### config.mk
export PLATFORM = sky130hd
export DESIGN_NAME = tree_feature_loader
export DESIGN_NICKNAME = d
export VERILOG_FILES = /design/src/rtl/tree_loader_pkg.sv /design/src/rtl/frame_byte_counter.sv /design/src/rtl/tree_feature_loader.sv
export SDC_FILE = /design/constraint.sdc
export NUM_CORES = 1
export LEC_CHECK = 0
export ABC_AREA = 1
export CAP_MARGIN = 10
export CELL_PAD_IN_SITES_DETAIL_PLACEMENT = 0
export CELL_PAD_IN_SITES_GLOBAL_PLACEMENT = 1
export CORE_ASPECT_RATIO = 2
export CORE_MARGIN = 2
export CORE_UTILIZATION = 33
export CTS_CLUSTER_SIZE = 14
export DETAILED_ROUTE_END_ITERATION = 7
export GPL_TIMING_DRIVEN = 1
export PLACE_DENSITY_LB_ADDON = 0.1
export SYNTH_ARGS = -nofsm -noshare
export SYNTH_HDL_FRONTEND = slang
export SYNTH_SLANG_ARGS = --single-unit
### constraint.sdc
create_clock -name clk -period 5.4 [get_ports clk]
set_input_delay 1.62 -clock clk [delete_from_list [all_inputs] [get_ports clk]]
set_output_delay 1.62 -clock clk [all_outputs]
set_load 0.01 [all_outputs]
### src/rtl/tree_loader_pkg.sv
// Shared defaults, FSM state codes and the feature-index type for the tree
// feature loader.
package tree_loader_pkg;
  localparam int DEF_N_FEAT   = 16;
  localparam int DEF_FEAT_W   = 8;
  localparam int DEF_CLASS_W  = 4;
  localparam int DEF_TREE_LAT = 1;

  typedef logic [1:0] state_t;
  localparam state_t ST_LOAD = 2'd0;
  localparam state_t ST_EVAL = 2'd1;
  localparam state_t ST_OUT  = 2'd2;

  typedef logic [$clog2(DEF_N_FEAT)-1:0] feat_idx_t;
endpackage

### src/rtl/frame_byte_counter.sv
// Tracks the byte position inside a frame. It flags frames that end early or
// run long, and swallows the tail of a long frame up to its s_last.
module frame_byte_counter
  import tree_loader_pkg::*;
#(
  parameter int  N_FEAT = DEF_N_FEAT,
  localparam int IW     = $clog2(N_FEAT)
) (
  input  logic          clk,
  input  logic          rst,
  input  logic          xfer,
  input  logic          last,
  output logic          wr_en,
  output logic [IW-1:0] wr_idx,
  output logic          frame_done,
  output logic          frame_err
);

  logic [IW-1:0] idx;
  logic          drain;
  logic          at_end;

  assign at_end     = (idx == IW'(N_FEAT - 1));
  assign wr_en      = xfer & ~drain;
  assign wr_idx     = idx;
  assign frame_done = wr_en & last & at_end;
  // s_last before the final slot is short; no s_last on the final slot is long
  assign frame_err  = wr_en & (last ^ at_end);

  always_ff @(posedge clk or posedge rst) begin
    if (rst) begin
      idx   <= '0;
      drain <= 1'b0;
    end else if (xfer) begin
      if (drain) begin
        if (last) drain <= 1'b0;
      end else if (last || at_end) begin
        idx   <= '0;
        drain <= ~last;
      end else begin
        idx <= idx + 1'b1;
      end
    end
  end

endmodule

### src/rtl/tree_feature_loader.sv
// Assembles a byte stream into one feature frame and holds it steady for the
// combinational tree. After the settle time it samples the class label and
// returns it over a valid/ready port.
module tree_feature_loader
  import tree_loader_pkg::*;
#(
  parameter int N_FEAT   = DEF_N_FEAT,
  parameter int FEAT_W   = DEF_FEAT_W,
  parameter int CLASS_W  = DEF_CLASS_W,
  parameter int TREE_LAT = DEF_TREE_LAT
) (
  input  logic                     clk,
  input  logic                     rst,
  input  logic                     s_valid,
  input  logic [FEAT_W-1:0]        s_data,
  input  logic                     s_last,
  output logic                     s_ready,
  output logic [N_FEAT*FEAT_W-1:0] feat_bus,
  output logic                     feat_valid,
  input  logic [CLASS_W-1:0]       cls_in,
  output logic                     m_valid,
  output logic [CLASS_W-1:0]       m_class,
  input  logic                     m_ready,
  output logic                     err_frame
);

  localparam int IW = $clog2(N_FEAT);
  localparam int CW = $clog2(TREE_LAT + 1);

  generate
    if (TREE_LAT < 1) begin : g_bad_lat
      $error("tree_feature_loader: TREE_LAT must be >= 1");
    end
  endgenerate

  state_t                         state;
  logic [CW-1:0]                  cnt;
  logic [N_FEAT-1:0][FEAT_W-1:0]  feat_q;
  logic                           xfer;
  logic                           wr_en;
  logic [IW-1:0]                  wr_idx;
  logic                           frame_done;
  logic                           frame_err;

  assign s_ready  = (state == ST_LOAD);
  assign xfer     = s_valid & s_ready;
  assign feat_bus = feat_q;

  frame_byte_counter #(.N_FEAT(N_FEAT)) u_cnt (
    .clk        (clk),
    .rst        (rst),
    .xfer       (xfer),
    .last       (s_last),
    .wr_en      (wr_en),
    .wr_idx     (wr_idx),
    .frame_done (frame_done),
    .frame_err  (frame_err)
  );

  // Writes happen only in LOAD, so the frame is frozen for the whole evaluation
  always_ff @(posedge clk or posedge rst) begin
    if (rst)        feat_q         <= '0;
    else if (wr_en) feat_q[wr_idx] <= s_data;
  end

  always_ff @(posedge clk or posedge rst) begin
    if (rst) begin
      state      <= ST_LOAD;
      cnt        <= '0;
      feat_valid <= 1'b0;
      m_valid    <= 1'b0;
      m_class    <= '0;
      err_frame  <= 1'b0;
    end else begin
      err_frame <= frame_err;
      case (state)
        ST_LOAD: begin
          cnt <= '0;
          if (frame_done) begin
            state      <= ST_EVAL;
            feat_valid <= 1'b1;
          end
        end
        ST_EVAL: begin
          if (cnt == CW'(TREE_LAT - 1)) begin
            m_class <= cls_in;
            m_valid <= 1'b1;
            state   <= ST_OUT;
          end else begin
            cnt <= cnt + 1'b1;
          end
        end
        ST_OUT: begin
          if (m_ready) begin
            m_valid    <= 1'b0;
            feat_valid <= 1'b0;
            state      <= ST_LOAD;
          end
        end
        default: state <= ST_LOAD;
      endcase
    end
  end

endmodule

# After elaboration in Yosys (flattened, before gate mapping)
# Cells that the tools add are included.
# totals
ff_bits,143
inputBits,17
elab_cells,72
# classes
add_sub_neg,2
magnitude_cmp,2
n_eq_ne,6
n_mux,18
n_bitwise,9
reduce_logical,11
# ops
op,n
$bwmux 128,1
$demux 8 s4,1
$reduce_and 3->1,3
$mux 8,1
$mux 1,7
$mux 2,3
$pmux 1 s2,3
$pmux 2 s3,1
$reduce_bool 2->1,3
$and 1x1->1,5
$lt 4x5->1 const B,1
$add 4x1->4 const B,1
$eq 4x4->1 const B,1
$ge 4x1->1 const B,1
$mux 4,1
$ne 2x2->1 const B,2
$reduce_and 2->1,2
$not 1->1,3
$eq 2x1->1 const B,1
$eq 2x2->1 const B,1
$logic_not 2->1,1
$ne 2x1->1 const B,1
$add 1x1->1 const B,1
$logic_and 1x1->1,1
other kinds (2),2

# Depth between registers and ports, before layout
# logic_depth
word_depth,7
mapped_depth,9
depth_no_buf,7

# By module
# From an unflattened synthesis, not the netlist that was laid out.
# hier_totals
cells_unflattened,702
area_unflattened_um2,6119.6
# modules_own_cells
module,n_inst,cells_each,area_each_um2,seq_area_each_um2
tree_feature_loader,1,660,5796.8,3428.3
frame_byte_counter,1,42,322.8,125.1

# Worst setup path after synthesis
# OpenSTA, ideal clock, no wires.
# synth_path
path_type,input -> register
start,input s_valid
end,"register feat_q, in the netlist feat_bus[15]"
setup_time_ns,0.123
arrival_ns,2.246
required_ns,5.277
setup_slack_ns,3.031
stages,5
path_buffers,2
path_cell_list,nand3b_2 > buf_2 > clkbuf_1 > o21ai_0 > nand2_1
# synth_via
elab_chain_cells,2
# synth_lines
element,line_no,source
start: declaration,tree_feature_loader.sv:14,"input logic s_valid,"
$and 1x1->1,tree_feature_loader.sv:46,assign xfer = s_valid & s_ready;
$and 1x1->1,frame_byte_counter.sv:24,assign wr_en = xfer & ~drain;
end signal: indexed assignment,tree_feature_loader.sv:63,else if (wr_en) feat_q[wr_idx] <= s_data;
end: declaration,tree_feature_loader.sv:38,logic [N_FEAT-1:0][FEAT_W-1:0] feat_q;
# No other way between the ends.
# A chain may end at the register's enable or synchronous reset.

# Worst setup path after layout
# layout_path
start,input s_valid
end,"register feat_q, in the netlist feat_bus[61]"
# Same word-level chain as after synthesis.

==> metrics.md <==
| Metric | Value |
|---|---|
| Most frequent cell after synthesis | `nand2_1` |
| Top cells by area, synth | `dfrtp_1 61%, nand2_1 19%, o21ai_0 11%` |
| Post-synthesis net count | `between 600 and 700` |
| Critical path's top delay family | `simple AND/OR/NAND/NOR gates` |
| N_diodes | `0` |
| Status | `finished, final reports clean` |
| Initial DRC count | `212` |
| Hold Path End | `m_class[3]$_DFFE_PP0P_` |
| Num rows | `69` |
| Fin nets | `roughly 800` |
| Count of cell types in the netlist | `19` |
| H-tree Lvls | `4` |
| Largest net degree at the start of global routing | `between 100 and 150` |
| Startpoint Class | `input pin` |
| CTS Buffer Depth | `2` |
| Worst path cell trace | `clkdlybuf4s50_1 -> nand3b_4 -> buf_12 -> nor2_2 -> nand2_1 -> nand2_1` |
| Initial antenna violation count | `0` |
| WL per Instance | `17.1 um` |
| # DRC | `0` |
| WS Path Type | `input pin to flip-flop` |
| Hold Buf Count CTS | `0` |
| Hpwl dp | `roughly 11000 um` |
| Part of the cycle the worst path needs | `62.5%` |
| Final Hold Fails | `0` |
| Post-Syn Area | `slightly below 6000 sq um` |
| Setup TNS | `0 ps` |
| Core box area | `17600 sq um` |
| Share of layout cells above drive strength 1 | `between 6 and 7%` |
| PD cells | `407 nW/um^2` |
| Mean post-synth cell area | `between 8 and 9 sq um` |
| P&R area growth vs syn | `39.3%` |
| Depth of the worst hold-timing path | `2` |
| Period minus WS final | `between 3000 and 4000 ps` |
| Synth warnings | `0` |
| Main combinational cell family by area after synthesis | `simple AND/OR/NAND/NOR gates` |
| Crit path capture type | `flip-flop` |
| GRT overflow | `0` |
| Routed wire length | `around 18000 um` |
| RSZ-0062 raised after global routing | `false` |
| Worst r2r src | `state[1]$_DFFE_PP0P_` |
| First-pass iteration count of the detailed router | `4` |
| CTS-repair resized insts | `0` |
| Top cell type's share of synthesized area | `about three fifths` |
| Die width | `between 90 and 100 um` |
| Worst Path Required | `between 5000 and 6000 ps` |
| Slowest-stage cell, CP | `nand3b_4` |
| Reg-to-Reg End | `feat_bus[61]$_DFFE_PP0P_` |
| I/O pins | `153` |
| Post-synthesis adder-cell area fraction | `1.28%` |
| Chip height | `a little under 200 um` |
| Final Slew Violations | `0` |
| CTS tree | `built` |
| Arr. time, crit path | `3720 ps` |
| CTS root buf | `clkbuf_16` |
| # setup viols final | `0` |
| Pre-CTS setup slack | `approximately 1600 ps` |
| Compound-Gate Fraction of Synth Area | `roughly 11%` |
| Worst skew pair latency | `410 ps` |
| GPL Wtd Cong | `approximately 0.74` |
| Reg2Reg Setup Slack | `3120 ps` |
| Max cap viols | `0` |
| Post-CTS Setup Inserts | `0` |
| Worst vdd ir | `0.000192 V` |
| Worst path max stage delay | `540 ps` |
| Total track usage | `between 10% and 20%` |
| Clock Skew | `just over 10 ps` |
| Post-synthesis mux area share | `0%` |
| Slew margin rel. | `~29%` |
| First-pass GRT wire length | `approximately 28000 um` |
| Yosys reg bits | `about 140` |
| Cell taking the most area after synthesis | `dfrtp_1` |
| Worst-path clk slew | `roughly 60 ps` |
| Crit path max fanout | `92` |
| Pin slew with the least headroom to its limit | `between 1000 and 1500 ps` |
| Top FF cell, synth | `dfrtp_1` |
| Bufs and invs on worst path | `2` |
| Post-synth EDFFs | `0` |
| CTS buffer count | `17` |
| Synth cell count leaders | `297 x nand2_1, 142 x dfrtp_1, 131 x o21ai_0` |
| Post-synthesis sequential area ratio | `about three fifths` |
| Vias in the first global route | `between 4000 and 5000` |
| PortBufs | `about 150` |
| Most frequent CP cell | `nand2_1` |
| Final ANT Viol Nets | `0` |
| DIE AREA | `~19000 sq um` |
| Leak | `~4.0 nW` |
| Starting density of the core | `about a third` |
| PnR worst setup slack | `between 2000 and 2500 ps` |
| Synth Area in XOR/XNOR | `0%` |
| Fmax | `between 0.2 and 0.3 GHz` |
| Asr flop ratio synth | `between 90% and 100%` |
| Min-delay src | `m_class[3]$_DFFE_PP0P_` |
| Worst-case reg-to-reg path depth | `6` |
| Vias per cell | `~4.8` |
| Synth Instances | `~660` |
| Worst Hold Class | `flip-flop to flip-flop` |
| Post-synthesis simple-gate area fraction | `approximately a quarter` |
| TritonCTS Sinks | `~140` |
| Vias | `4890` |
-- worst max path at each step --
stage	start	end	slack [ps]	cells after the start
global placement	s_valid	feat_bus[56]$_DFFE_PP0P_	1640	6
CTS	s_valid	feat_bus[61]$_DFFE_PP0P_	2060	6
detailed placement	s_valid	feat_bus[60]$_DFFE_PP0P_	1620	6
floorplan	rst	err_frame$_DFF_PP0_	2000	1
finish	s_valid	feat_bus[61]$_DFFE_PP0P_	2020	6
global route	s_valid	feat_bus[33]$_DFFE_PP0P_	1850	6
-- per-stage QoR --
| stage | hold WS [ps] | total power [mW] | area [sq um] | util, % | cells |
|---|---|---|---|---|---|
| 3_3_place_gp | 458 | 2.13 | 7550 | 42.9 | 991 |
| 2_1_floorplan | 478 | 1.66 | 5860 | - | 658 |
| 5_1_grt | 511 | 3.50 | 8160 | 46.3 | 1023 |
| 6_report | 470 | 3.32 | 8160 | 46.3 | 1023 |
| 3_5_place_dp | 459 | 2.14 | 7550 | 42.9 | 991 |
| 4_1_cts | 474 | 3.37 | 8160 | 46.3 | 1023 |
-- metal layers --
layer	vias to the layer above	track usage [%]	part of all wire [%]
li1	2387	-	-
met1	2349	25.7	44
met2	138	31.0	51
met3	16	3.77	4.4
met4	0	5.85	1.3
met5	-	0	0
-- worst min-delay path, stage by stage, from the launching register on --
cell     delay, ps
dfrtp_1        340
nand2_1         50
nand2_1         50
-- where the power goes --
group	switching, mW	internal, mW
clock	0.470	0.744
sequential	0.114	1.25
combinational	0.352	0.392
-- logic make-up after synthesis --
family | Yosys count
AOI/OAI and AO/OA | 134
and+or+nand+nor | 329
buffers and inverters | 47
DFF | 142
adders and majority gates | 6
-- registers in the layout, summed over array words and instances (netlist names) --
register,cells
err_frame,1
feat_bus,128
feat_valid,1
m_class,4
m_valid,1
state,2
u_cnt.drain,1
u_cnt.wr_idx,4
-- layout make-up --
cell class              instances  area [sq um]
fillers                      1802          9450
clock inverters                12           159
clock buffers                  20           447
inverters                      13          52.6
multi-input cells             469          2120
flip-flops and latches        142          3550
well taps                     213           267
repair buffers                154          1560
-- cell usage in the layout, fill, tap and decap left out --
cell,Yosys,final
buf_12,0,2
ha_1,6,6
clkbuf_8,0,1
nand3_1,5,5
inv_6,0,3
clkinv_4,0,2
clkbuf_1,28,2
nand2_1,297,297
dfrtp_1,142,142
nor2_4,12,12
clkdlybuf4s50_1,0,152
nor2_2,7,7
clkinvlp_4,0,3
o21ai_0,131,131
a21oi_1,1,1
clkbuf_16,0,17
nand3b_4,0,1
nor2_1,4,4
or2_2,1,1
clkinv_2,0,2
bufinv_16,0,3
o21ai_1,2,2
nand4_1,2,2
inv_1,13,12
No activity file was read; power rests on OpenSTA's default activity.
